===== config.mk =====
export PLATFORM = sky130hd
export DESIGN_NAME = tpu_seq_ctrl
export DESIGN_NICKNAME = d
export VERILOG_FILES = /design/src/rtl/tpu_pkg.sv /design/src/rtl/tpu_out_addr_gen.sv /design/src/rtl/tpu_seq_ctrl.sv
export SDC_FILE = /design/constraint.sdc
export NUM_CORES = 1
export LEC_CHECK = 0
export BUFFER_PORTS_ARGS = -buffer_cell sky130_fd_sc_hd__buf_2
export CAP_MARGIN = 0
export CORE_ASPECT_RATIO = 1.75
export CORE_MARGIN = 10
export CORE_UTILIZATION = 45
export CTS_BUF_LIST = sky130_fd_sc_hd__clkbuf_8
export CTS_CLUSTER_DIAMETER = 100
export DETAILED_ROUTE_END_ITERATION = 10
export PLACE_DENSITY = 0.73
export SLEW_MARGIN = 20
export SYNTH_ARGS = -nofsm -noshare
export SYNTH_HDL_FRONTEND = slang
export SYNTH_SLANG_ARGS = --single-unit
export TNS_END_PERCENT = 5

===== constraint.sdc =====
create_clock -name clk -period 6.4 [get_ports clk]
set_input_delay 0.64 -clock clk [delete_from_list [all_inputs] [get_ports clk]]
set_output_delay 0.64 -clock clk [all_outputs]
set_load 0.05 [all_outputs]

===== src/rtl/tpu_pkg.sv =====
// Shared types and derived-size helpers for the TPU sequencer and its sub-blocks.
package tpu_pkg;

  typedef enum logic [1:0] {
    IDLE = 2'd0,
    RUN  = 2'd1,
    DONE = 2'd2
  } tpu_state_e;

  function automatic int matrix_bits(input int array_size);
    return $clog2(2 * array_size - 1);
  endfunction

  function automatic int read_len(input int array_size, input int batch_size,
                                  input int queue_size);
    return array_size * batch_size + queue_size - 1;
  endfunction

  function automatic int last_cnt(input int result_lat, input int array_size,
                                  input int batch_size);
    return result_lat + (batch_size + 1) * array_size - 2;
  endfunction

endpackage


===== src/rtl/tpu_out_addr_gen.sv =====
// Per-batch output write decode: turns the run counter into that batch's
// diagonal write enable and address.
module tpu_out_addr_gen
  import tpu_pkg::*;
#(
  parameter int ARRAY_SIZE  = 16,
  parameter int CNT_W       = 7,
  parameter int OFFSET      = 4,
  parameter int MATRIX_BITS = matrix_bits(ARRAY_SIZE)
) (
  input  logic                   active_i,
  input  logic [CNT_W-1:0]       cnt_i,
  output logic                   wen_o,
  output logic [MATRIX_BITS-1:0] addr_o
);

  // Two spare bits: one for the sign, one so the subtraction cannot wrap.
  localparam int DW = CNT_W + 2;
  localparam logic signed [DW-1:0] OFS    = DW'(OFFSET);
  localparam logic signed [DW-1:0] LAST_D = DW'(2 * ARRAY_SIZE - 2);

  logic signed [DW-1:0] diag;

  always_comb begin
    diag   = $signed({2'b00, cnt_i}) - OFS;
    wen_o  = active_i && !diag[DW-1] && (diag <= LAST_D);
    addr_o = wen_o ? diag[MATRIX_BITS-1:0] : '0;
  end

endmodule


===== src/rtl/tpu_seq_ctrl.sv =====
// TPU run sequencer: one start pulse streams operand reads, enables the array
// and writes each batch's result diagonals, then raises tpu_finish.
module tpu_seq_ctrl
  import tpu_pkg::*;
#(
  parameter int ARRAY_SIZE      = 16,
  parameter int BATCH_SIZE      = 3,
  parameter int SRAM_ADDR_WIDTH = 10,
  parameter int QUEUE_SIZE      = 4,
  parameter int RESULT_LAT      = 4,
  localparam int MATRIX_BITS    = matrix_bits(ARRAY_SIZE)
) (
  input  logic                              clk,
  input  logic                              srstn,
  input  logic                              tpu_start,
  output logic                              tpu_finish,
  output logic                              sram_ren,
  output logic [SRAM_ADDR_WIDTH-1:0]        sram_raddr,
  output logic                              array_en,
  output logic [BATCH_SIZE-1:0]             out_wen,
  output logic [BATCH_SIZE*MATRIX_BITS-1:0] out_waddr,
  output logic                              busy
);

  localparam int READ_LEN = read_len(ARRAY_SIZE, BATCH_SIZE, QUEUE_SIZE);
  localparam int LAST_CNT = last_cnt(RESULT_LAT, ARRAY_SIZE, BATCH_SIZE);
  localparam int CNT_W    = $clog2(LAST_CNT + 1);

  tpu_state_e state_q, state_d;
  logic [CNT_W-1:0] cnt_q, cnt_d;

  logic                              run_d;
  logic                              ren_d;
  logic [SRAM_ADDR_WIDTH-1:0]        raddr_d;
  logic [BATCH_SIZE-1:0]             wen_d;
  logic [BATCH_SIZE*MATRIX_BITS-1:0] waddr_d;

  always_comb begin
    // NOTE: defaults first so every path assigns every variable; no latches.
    state_d = state_q;
    cnt_d   = cnt_q;
    unique case (state_q)
      IDLE, DONE: begin
        if (tpu_start) begin
          state_d = RUN;
          cnt_d   = '0;
        end
      end
      RUN: begin
        if (cnt_q == CNT_W'(LAST_CNT)) begin
          state_d = DONE;
          cnt_d   = '0;
        end else begin
          cnt_d = cnt_q + 1'b1;
        end
      end
      default: begin
        state_d = IDLE;
        cnt_d   = '0;
      end
    endcase
  end

  // Outputs are decoded from next state so that cycle k after start shows cnt=k.
  always_comb begin
    run_d   = (state_d == RUN);
    ren_d   = run_d && (cnt_d < CNT_W'(READ_LEN));
    raddr_d = ren_d ? SRAM_ADDR_WIDTH'(cnt_d) : '0;
  end

  for (genvar b = 0; b < BATCH_SIZE; b++) begin : g_batch
    tpu_out_addr_gen #(
      .ARRAY_SIZE (ARRAY_SIZE),
      .CNT_W      (CNT_W),
      .OFFSET     (RESULT_LAT + b * ARRAY_SIZE)
    ) u_addr_gen (
      .active_i (run_d),
      .cnt_i    (cnt_d),
      .wen_o    (wen_d[b]),
      .addr_o   (waddr_d[b*MATRIX_BITS +: MATRIX_BITS])
    );
  end

  // NOTE: sequential state uses non-blocking assignments only.
  always_ff @(posedge clk or negedge srstn) begin
    if (!srstn) begin
      state_q    <= IDLE;
      cnt_q      <= '0;
      tpu_finish <= 1'b0;
      sram_ren   <= 1'b0;
      sram_raddr <= '0;
      array_en   <= 1'b0;
      out_wen    <= '0;
      out_waddr  <= '0;
      busy       <= 1'b0;
    end else begin
      state_q    <= state_d;
      cnt_q      <= cnt_d;
      tpu_finish <= (state_d == DONE);
      sram_ren   <= ren_d;
      sram_raddr <= raddr_d;
      array_en   <= run_d;
      out_wen    <= wen_d;
      out_waddr  <= waddr_d;
      busy       <= run_d;
    end
  end

endmodule


-- After elaboration in Yosys (flattened, before gate mapping)
Index checks and enable logic that the tools add are counted.
- flip-flop bits (word level): 37
- memories kept: 0
- latch bits: 0
- output and inout bits: 32
- RAM bits: 0
- bits in read-only memories: 0
- bits of input ports: 3
- logic and storage cells: 43
- shift operators: 0
- reductions and logical operators: 12
- equality and inequality tests: 5
- bitwise operators: 0
- add/sub/neg operators: 4
- multiply operators: 0
- divide/modulo/power cells: 0
- $lt $le $gt $ge: 4
- mux-type cells: 10
- operators with widths (kind ; count):
    $le A9 B6 Y1 const B ; 3
    $mux W7 ; 3
    $mux W5 ; 3
    $pmux W7 S2 ; 1
    $sub A7 B3 Y8 const B ; 1
    $sub A7 B5 Y8 const B ; 1
    $sub A7 B6 Y8 const B ; 1
    $add A7 B1 Y7 const B ; 1
    $eq A7 B7 Y1 const B ; 1
    $logic_and A1 B1 Y1 ; 7
    $lt A7 B6 Y1 const B ; 1
    $eq A2 B1 Y1 const B ; 2
    $eq A2 B2 Y1 const B ; 2
    $mux W2 ; 2
    $pmux W2 S2 ; 1
    $logic_not A1 Y1 ; 3
    $logic_not A2 Y1 ; 1
    $reduce_or A2 Y1 ; 1

-- Longest topological paths before layout
Gate-level depths: netlist of the first run.
- depth after elaboration: 8
- depth in mapped cells: 11
- mapped depth without buffers: 10

-- Modules after synthesis
Synthesis of the first run repeated with hierarchy kept, for this count alone.
- cells, all modules: 175
- area total of the unflattened synthesis: 1938.1 um^2
- modules (own cells, without submodules) (module ; cells each ; instances ; area an instance (um^2) ; seq. area each (um^2)):
    tpu_seq_ctrl ; 106 ; 1 ; 1396.3 ; 925.9
    tpu_out_addr_gen (g_batch[2].u_addr_gen) ; 26 ; 1 ; 196.4 ; 0.0
    tpu_out_addr_gen (g_batch[1].u_addr_gen) ; 23 ; 1 ; 185.2 ; 0.0
    tpu_out_addr_gen (g_batch[0].u_addr_gen) ; 20 ; 1 ; 160.2 ; 0.0

-- Worst setup path before layout of the first run
Ideal clock, no wire load.
- path type: register to register
- start point: reg cnt_q[0]
- end point: reg out_waddr[7]
- required time: 6314 ps
- setup slack: 3629 ps
- arrival time: 2685 ps
- stages on the path, launching flop included: 11
- period minus slack after synthesis: 2771 ps
- setup time: 86 ps
- buffers on the path: 1
- cells stage by stage: dfrtp_1 > inv_1 > ha_1 > a31o_1 > buf_6 > a2bb2oi_4 > ha_1 > or4b_4 > and3_4 > a221o_1 > nor3_1
- word-level cells in the longest chain between the ends: 8
- elaborated cells on any way between the ends: 14
- those cells by class: 2 x add/sub; 1 x order compare; 2 x eq/ne; 6 x mux; 3 x reduce/logical
- RTL lines (item ; RTL line ; source):
    start: declaration ; tpu_seq_ctrl.sv:30 ; logic [CNT_W-1:0] cnt_q, cnt_d;
    start signal: assignment ; tpu_seq_ctrl.sv:98 ; cnt_q <= cnt_d;
    branches (longest 7 deep; another with $le A9 B6 Y1) ; - ;
    $mux W5 (*) ; tpu_out_addr_gen.sv:27 ; addr_o = wen_o ? diag[MATRIX_BITS-1:0] : '0;
    via g_batch[1].u_addr_gen.addr_o[2] ; tpu_out_addr_gen.sv:14 ; output logic [MATRIX_BITS-1:0] addr_o
    end signal: assignment ; tpu_seq_ctrl.sv:104 ; out_waddr <= waddr_d;
    end: declaration ; tpu_seq_ctrl.sv:21 ; output logic [BATCH_SIZE*MATRIX_BITS-1:0] out_waddr,
Mark *: on every way through the listed nets, which the timed path passes.

-- Final worst setup path of the first run
- start point: reg cnt_q[2]
- end point: reg out_waddr[8]
The elaborated chain is that of the path after synthesis.

==> qor.csv, run 1 <==
stage;metric;value;unit
outcome;outcome;completed;
layout;ANT cells;0;
drt;1st-iter DRT viols;37;
die;DIE AREA;6690;um^2
pwr;pwr dens;540;nW/um^2
drt;post-DR wirelength/cell;15.7;um
synthesis;Yosys top cell area share;54.9;%
sta;final setup vio count;0;
die;IO Pins;35;
die;chip width;66.3;um
die;Die Y;101;um
drt;DRT Wirelength;3760;um
drt;DRC;0;
sta;unrepaired setup endpoints after global routing;false;
synthesis;Synth area leaders;dfrtp_1, nor2_1, ha_1;
job;maxcap violations;0;
synthesis;flops & latches, synth;37;
drt;total number of vias;1272;
clock_tree;Clock Tree Buf Depth;2;
sta;Setup WS post-layout;3300;ps
critical_path;RR Startpoint;cnt_q[2];
critical_path;WP data required;6600;ps
synthesis;Top FF cell, synth;dfrtp_1;
clock_tree;CTS sink cnt;37;
critical_path;kind of critical path;reg -> reg;
sta;final slew viol count;0;
critical_path;Critical Path AT;3300;ps
drt;drt via density;5.32;
sta;Slew @ Worst Pin;833;ps
synthesis;most frequent cell after synthesis;dfrtp_1;
clock_tree;number of buffers inserted by hold repair at cts;0;
global_route;first-pass GRT wire length;6350;um
critical_path;FF-to-FF path depth;8;
die;core area;3630;um^2
place;post-detail-place hpwl;2890;um
place;Port Buffers;31;
layout;Finished Layout Cells;239;
layout;share of cells above drive strength 1;26.9;%
sta;min Tclk post-route;3100;ps
critical_path;CP max FO;9;
clock_tree;TritonCTS clock tree;yes;
synthesis;Post-synth top cells;dfrtp_1, nor2_1, nand2_1, inv_1;
global_route;largest net degree at the start of global routing;38;
critical_path;setup slack, reg-to-reg;3300;ps
critical_path;Worst Setup Start Kind;flip-flop;
sta;Fin Clk Skew;6.44;ps
place;gp weighted congestion;0.844;
pwr;combinational power share;53.5;%
pwr;clock power share;14.8;%
place;placed cells;231;
sta;Final Hold Fails;0;
synthesis;yosys warns;0;
global_route;grt ovf;0;
layout;Area growth syn-to-layout;15.4;%
global_route;initial antenna violation count;0;
synthesis;Mean Syn Cell Area;10.7;um^2
pwr;peak supply drop;0.000224;V
critical_path;reg-to-reg endpoint;out_waddr[8];
pwr;NetSw;0.520;mW
clock_tree;clk slew on worst S/H paths;80;ps
clock_tree;postcts setup bufs;0;
min_path;class of the worst hold path;in -> async;
synthesis;mapped cell area;1690;um^2
synthesis;Cells after Synth;158;
pwr;Int Pwr;0.532;mW
synthesis;Yosys top cell by area;dfrtp_1;
layout;Final nets;199;
clock_tree;Worst-Skew Late Latency;290;ps
place;setup slack after placement;3250;ps
clock_tree;Resized cells post-CTS;0;
pwr;portion of total power attributed to sequential cells;31.8;%
global_route;vias in the first global route;1277;
sta;ratio of final minimum period to clock period;48.5;%
clock_tree;root buf cell;clkbuf_8;
synthesis;post-synth cell types;46;
clock_tree;H-tree levels;2;
global_route;GRT Total Usage;12.2;%
drt;Final ANT Viol Nets;0;
synthesis;ys async rst share;100;%
sta;maximum operating frequency;322;MHz
synthesis;post-synthesis sequential area ratio;54.9;%
pwr;Leak Pwr;0.994;nW
drt;Pre-antenna DRT Iters;4;
sta;setup tns final;0;ps
critical_path;critical path endpoint category;flip-flop;
pwr;sw frac;49.4;%
die;effective utilization at floorplan;46.5;%
die;FP Rows;29;
sta;worst rel slew slack;44.3;%
synthesis;number of synthesized flops with an enable pin;0;
clock_tree;CTS buffer count;5;
## power groups by stage
stage | Combinational (mW) | Sequential [mW] | Clock, mW
5_1_grt | 0.617 | 0.342 | 0.169
4_1_cts | 0.563 | 0.333 | 0.157
2_1_floorplan | 0.298 | 0.472 | 0
3_5_place_dp | 0.557 | 0.338 | 0
6_report | 0.562 | 0.334 | 0.155
3_3_place_gp | 0.556 | 0.337 | 0
## critical path, stage by stage, from the launching register on
cell	delay (ps)
dfrtp_1	460
nor4_2	380
a31o_1	460
a2bb2oi_4	260
ha_1	310
mux2_2	390
and3_4	180
a221o_1	400
nor3_1	160
## registers in the layout, summed over array words and instances, names as in the netlist
register    cells
out_waddr      15
cnt_q           7
sram_raddr      7
out_wen         3
state_q         2
busy            1
sram_ren        1
tpu_finish      1
## layer usage
layer	routed length (um)	global-route usage, %	vias to the layer above
li1	-	-	611
met1	1280	11.8	611
met2	2100	21.2	38
met3	245	4.12	12
met4	143	7.29	0
met5	0	0	-
## layout by cell type, fill, tap and decap left out, types with 5 or more instances in the layout
cell type	n
dfrtp_1	37
buf_2	31
nor2_1	23
nand2_1	12
inv_1	11
nor3_1	5
o21ai_0	5
clkbuf_8	5
## how the worst max path moves through the flow
stage	from	cells past startpoint	slack, ps	to
final	cnt_q[2]	8	3300	out_waddr[8]
after global routing	cnt_q[2]	8	3070	out_waddr[8]
after CTS	cnt_q[2]	8	3300	out_waddr[8]
after detailed placement	tpu_start	9	3250	out_waddr[7]
after global placement	tpu_start	9	3360	out_waddr[8]
after floorplan	cnt_q[0]	10	3630	out_waddr[7]
## per-stage QoR
stage / hold slack (ps) / utilization, % / total power [mW] / instance area [um^2]
floorplan: 344 / - / 0.770 / 1700
global placement: 582 / 51.3 / 0.893 / 1860
detailed placement: 586 / 51.3 / 0.895 / 1860
CTS: 447 / 53.7 / 1.05 / 1950
global route: 500 / 53.7 / 1.13 / 1950
finish: 424 / 53.7 / 1.05 / 1950
## cell type report
type	instances	area [um^2]
clock buffer	5	68.8
clock inverter	3	17.5
fill	355	1680
inverter	14	52.6
multi-input combinational	103	669
sequential	37	926
tap	46	57.6
timing repair buffer	31	155
## logic make-up (layout without fill, tap and decap cells)
kind of cell / Yosys count / after routing / share of synthesized area, %
muxes: 2 / 2 / 1.26
AOI/OAI and AO/OA: 34 / 34 / 16.6
buffers and inverters: 21 / 53 / 6.08
DFF: 37 / 37 / 54.9
and+or+nand+nor: 59 / 59 / 18.0
adders and majority gates: 4 / 4 / 2.97
other: 1 / 4 / 0.222
No activity file was read; power rests on OpenSTA's default activity.
==> run 2, diff against run 1 <==
--- a/config.mk
+++ b/config.mk
@@ -5,6 +5,7 @@
 export SDC_FILE = /design/constraint.sdc
 export NUM_CORES = 1
 export LEC_CHECK = 0
+export ABC_AREA = 1
 export BUFFER_PORTS_ARGS = -buffer_cell sky130_fd_sc_hd__buf_2
 export CAP_MARGIN = 0
 export CORE_ASPECT_RATIO = 1.75
==> constraint.sdc (replaced) <==
create_clock -name clk -period 3.1 [get_ports clk]
set_input_delay 0.31 -clock clk [delete_from_list [all_inputs] [get_ports clk]]
set_output_delay 0.31 -clock clk [all_outputs]
set_load 0.05 [all_outputs]
==> qor.csv, run 2 <==
stage;metric;value;unit
clock_tree;number of buffers inserted by hold repair at cts;0;
critical_path;critical path endpoint category;flip-flop;
clock_tree;clk slew on worst S/H paths;70;ps
sta;final slew viol count;0;
sta;min Tclk post-route;2500;ps
clock_tree;CTS sink cnt;37;
global_route;largest net degree at the start of global routing;38;
place;post-detail-place hpwl;2570;um
drt;drt via density;4.75;
drt;DRC;0;
synthesis;Post-synth top cells;dfrtp_1, nor2_1, nand2_1, inv_1, nand3_1;
clock_tree;postcts setup bufs;0;
critical_path;Worst Setup Start Kind;flip-flop;
sta;maximum operating frequency;399;MHz
die;IO Pins;35;
clock_tree;CTS buffer count;5;
drt;WL met2;1800;um
layout;Most flops, register;out_waddr;
job;maxcap violations;0;
synthesis;ys async rst share;100;%
global_route;grt ovf;0;
layout;fin util;54.8;%
global_route;first-pass GRT wire length;5670;um
global_route;GRT Total Usage;11.1;%
drt;DRT Wirelength;3320;um
layout;Filler cells;345;
clock_tree;root buf cell;clkbuf_8;
sta;Slew @ Worst Pin;749;ps
die;Die Y;99.8;um
drt;met3 wire len;239;um
sta;ratio of final minimum period to clock period;80.8;%
critical_path;kind of critical path;reg -> reg;
synthesis;number of synthesized flops with an enable pin;0;
critical_path;FF-to-FF path depth;16;
place;Port Buffers;31;
synthesis;post-synthesis sequential area ratio;56.5;%
synthesis;post-synth cell types;25;
synthesis;yosys warns;0;
die;chip width;65.6;um
layout;Area growth syn-to-layout;18.9;%
sta;unrepaired setup endpoints after global routing;false;
sta;worst rel slew slack;49.6;%
global_route;initial antenna violation count;0;
drt;total number of vias;1249;
sta;final setup vio count;0;
critical_path;WP data required;3260;ps
place;DP Area;1830;um^2
sta;setup tns final;0;ps
synthesis;Yosys top cell by area;dfrtp_1;
layout;max FFs per register;15;
die;effective utilization at floorplan;46.1;%
outcome;outcome;completed;
layout;Top Registers;out_waddr: 15 flops, cnt_q: 7 flops, sram_raddr: 7 flops;
synthesis;most frequent cell after synthesis;dfrtp_1;
layout;commonest non-fill, non-tap cell in the layout;dfrtp_1;
drt;Top Metal Used;met4;
die;core area;3560;um^2
layout;share of cells above drive strength 1;26.3;%
die;DIE AREA;6550;um^2
drt;Pre-antenna DRT Iters;4;
synthesis;flops & latches, synth;37;
clock_tree;Resized cells post-CTS;0;
layout;Final Cell Area;1950;um^2
layout;area of the multi-input gates;587;um^2
synthesis;Synth area leaders;dfrtp_1, nor2_1, nand2_1;
die;FP Rows;29;
global_route;vias in the first global route;1253;
min_path;class of the worst hold path;in -> async;
sta;Final Hold Fails;0;
critical_path;Critical Path AT;2670;ps
synthesis;Top FF cell, synth;dfrtp_1;
synthesis;mapped cell area;1640;um^2
synthesis;Yosys top cell area share;56.5;%
critical_path;reg-to-reg endpoint;out_waddr[0];
layout;Final nets;223;
clock_tree;TritonCTS clock tree;yes;
drt;Final ANT Viol Nets;0;
clock_tree;H-tree levels;2;
drt;WL met1;1120;um
critical_path;RR Startpoint;cnt_q[0];
layout;highest-count cells in the layout ignoring fill and taps;dfrtp_1, nor2_1, buf_2;
sta;Fin Clk Skew;1.92;ps
synthesis;Mean Syn Cell Area;9.10;um^2
layout;ANT cells;0;
drt;post-DR wirelength/cell;12.6;um
drt;1st-iter DRT viols;21;
layout;register area;926;um^2
critical_path;CP max FO;6;
clock_tree;Clock Tree Buf Depth;2;
critical_path;setup slack, reg-to-reg;600;ps
place;gp weighted congestion;0.892;
clock_tree;Worst-Skew Late Latency;290;ps
synthesis;Cells after Synth;180;
[run 2: kinds of logic after synthesis]
group / synth area share (%)
AO/OA/AOI/OAI: 5.04
adder cells (fa/ha/maj): 3.06
XOR/XNOR: 1.07
buffers and inverters: 8.33
other: 0.229
flip-flops: 56.5
AND/OR/NAND/NOR: 25.7
[run 2: through the flow]
stage	setup WS [ps]	hold WS, ps	std cells
after global placement	664	425	255
after CTS	585	117	263
after global routing	335	170	263
after detailed placement	613	430	255
after floorplan	920	14.4	183
final	596	91.7	263
[run 2: worst max-delay path, cell delays in order (launching register included)]
cell,delay (ps)
dfrtp_1,430
inv_1,110
ha_1,150
nand2_1,40
nand3b_2,260
nand2_2,130
nand2_4,80
inv_1,100
ha_1,290
inv_1,70
nand3_1,70
nor2_1,150
nand3_1,90
nand2_1,90
nor2_1,60
nand2_1,180
nor2_1,60
[run 2: routing by layer]
metal | up-vias | track usage, %
met5 | - | 0
met4 | 0 | 8.44
met3 | 10 | 3.79
li1 | 618 | -
met1 | 583 | 9.52
met2 | 38 | 20.0
[run 2: area by class of cell]
class,count,area share [%]
Inverter,27,5.21
Tap cell,46,2.96
Clock inverter,2,1.93
Sequential cell,37,47.6
Clock buffer,6,4.24
Timing Repair Buffer,31,7.97
Multi-Input combinational cell,114,30.1
[run 2: worst max-delay path by stage]
stage	start	to	slack [ps]	depth (start not counted)
floorplan	cnt_q[0]	out_waddr[1]	920	16
global placement	cnt_q[0]	out_waddr[1]	660	16
detailed placement	cnt_q[0]	out_waddr[1]	610	16
CTS	cnt_q[0]	out_waddr[0]	580	16
global route	cnt_q[0]	out_waddr[2]	330	16
finish	cnt_q[0]	out_waddr[0]	600	16
Power of run 2 is not shown: default switching activity piles up to over one toggle a cycle in this logic, so the estimate is an artifact.
==> run 3, diff against run 2 <==
--- a/config.mk
+++ b/config.mk
@@ -5,7 +5,7 @@
 export SDC_FILE = /design/constraint.sdc
 export NUM_CORES = 1
 export LEC_CHECK = 0
-export ABC_AREA = 1
+export ABC_AREA = 0
 export BUFFER_PORTS_ARGS = -buffer_cell sky130_fd_sc_hd__buf_2
 export CAP_MARGIN = 0
 export CORE_ASPECT_RATIO = 1.75
==> constraint.sdc (replaced) <==
create_clock -name clk -period 2.4 [get_ports clk]
set_input_delay 0.24 -clock clk [delete_from_list [all_inputs] [get_ports clk]]
set_output_delay 0.24 -clock clk [all_outputs]
set_load 0.05 [all_outputs]
==> qor.csv, run 3 (synthesis gave the netlist of run 1 again) <==
stage;metric;value;unit
layout;fin util;70.2;%
die;IO Pins;35;
sta;min Tclk post-route;2520;ps
layout;register area;928;um^2
layout;highest-count cells in the layout ignoring fill and taps;buf_4, dfrtp_1, buf_2;
drt;Final ANT Viol Nets;0;
drt;post-DR wirelength/cell;18.6;um
sta;Final Hold Fails;0;
sta;final setup vio count;15;
place;Port Buffers;31;
outcome;outcome;finished with violations;
global_route;first-pass GRT wire length;8160;um
layout;Area growth syn-to-layout;51.1;%
global_route;GRT Total Usage;16.3;%
sta;worst rel slew slack;46.2;%
drt;Pre-antenna DRT Iters;4;
drt;drt via density;5.48;
clock_tree;Clock Tree Buf Depth;2;
clock_tree;CTS sink cnt;37;
global_route;vias in the first global route;1709;
outcome;violated checks;setup timing;
layout;area of the multi-input gates;870;um^2
sta;Slew @ Worst Pin;807;ps
sta;Fin Clk Skew;2.97;ps
pwr;peak supply drop;0.000838;V
critical_path;critical path endpoint category;flip-flop;
critical_path;Worst Setup Start Kind;flip-flop;
die;effective utilization at floorplan;46.5;%
global_route;initial antenna violation count;0;
drt;1st-iter DRT viols;65;
layout;Filler cells;278;
drt;total number of vias;1583;
drt;DRC;0;
clock_tree;H-tree levels;2;
pwr;Leak Pwr;1.29;nW
layout;max FFs per register;15;
layout;share of cells above drive strength 1;53.1;%
min_path;class of the worst hold path;in -> async;
sta;Setup WS post-layout;-116;ps
layout;Final nets;249;
critical_path;CP max FO;6;
sta;maximum operating frequency;397;MHz
sta;ratio of final minimum period to clock period;105;%
sta;unrepaired setup endpoints after global routing;true;
layout;ANT cells;0;
clock_tree;Worst-Skew Late Latency;290;ps
die;core area;3630;um^2
die;Die Y;101;um
place;placed cells;273;
critical_path;kind of critical path;reg -> reg;
die;FP Rows;29;
layout;Finished Layout Cells;289;
die;DIE AREA;6690;um^2
critical_path;Critical Path AT;2730;ps
layout;Top Registers;out_waddr: 15 flops, cnt_q: 7 flops, sram_raddr: 7 flops;
global_route;grt ovf;0;
clock_tree;TritonCTS clock tree;yes;
drt;DRT Wirelength;5370;um
pwr;pwr dens;1560;nW/um^2
layout;commonest non-fill, non-tap cell in the layout;buf_4;
place;post-detail-place hpwl;3920;um
clock_tree;number of buffers inserted by hold repair at cts;0;
die;chip width;66.3;um
critical_path;WP data required;2620;ps
clock_tree;clk slew on worst S/H paths;70;ps
clock_tree;CTS buffer count;5;
sta;final slew viol count;0;
global_route;largest net degree at the start of global routing;38;
clock_tree;root buf cell;clkbuf_8;
place;gp weighted congestion;0.943;
layout;Most flops, register;out_waddr;
job;maxcap violations;0;
run 3: cell types whose count changed in the layout (fill, tap and decap cells not counted), moves of 12 or more:
cell	before	now
inv_1	24	9
nor2_1	34	22
buf_4	0	45
nand3_1	15	3
nand2_1	27	12
run 3: critical path: stages (launching register included):
cell and delay [ps]:
dfrtp_1 440, nor4_4 380, a31o_4 220, a2bb2oi_4 210, ha_4 190, mux2_4 310, and3_4 150, a221o_2 400
nor3_2 130
run 3: area by class of cell:
type / count / share of cell area (%)
clock buffer: 5 / 2.70
clock inverter: 3 / 0.687
inverter: 14 / 2.26
multi-input combinational: 103 / 34.1
sequential: 37 / 36.4
tap: 46 / 2.26
timing repair buffer: 81 / 21.6
run 3: timing repair:
action                                  CTS  global route
resized for setup                        17            28
pin swaps                                10            12
buffers inserted                          5             4
endpoints found under the setup margin   18            19
run 3: per-layer routing:
layer	vias to the layer above	global-route usage (%)	part of all wire, %
met3	38	4.79	5.9
met5	-	0	0
met1	758	12.9	31
met2	70	29.9	56
met4	0	14.7	7.7
li1	717	-	-
run 3: per-stage QoR:
step | TNS, ps | setup WS [ps] | hold slack, ps | total power, mW | instance area (um^2)
finish | -842 | -116 | 33.5 | 3.96 | 2550
global route | -2800 | -250 | 87.3 | 4.16 | 2550
CTS | -1040 | -194 | 53.1 | 3.61 | 2390
detailed placement | -2300 | -247 | 368 | 2.96 | 2190
global placement | -1270 | -239 | 346 | 2.90 | 2190
floorplan | -1620 | -230 | -55.6 | 2.09 | 1710
run 3: path summary, 6_finish.rpt:
path | cells past startpoint | slack, ps | end | startpoint
setup / recovery | 8 | -120 | out_waddr[9] | cnt_q[5]
max in group asynchronous | 1 | 1810 | cnt_q[0] | srstn
min in group clk | 5 | 550 | state_q[1] | tpu_start
setup reg to reg | 8 | -120 | out_waddr[9] | cnt_q[5]
hold reg to reg | 2 | 690 | out_waddr[6] | cnt_q[1]
hold / removal | 1 | 30 | out_wen[1] | srstn
run 3: report_power, final:
part | switching [mW] | internal, mW | leakage, nW
logic | 1.54 | 1.12 | 0.762
registers | 0.0937 | 0.787 | 0.482
clock network | 0.224 | 0.200 | 0.0439
total | 1.85 | 2.11 | 1.29
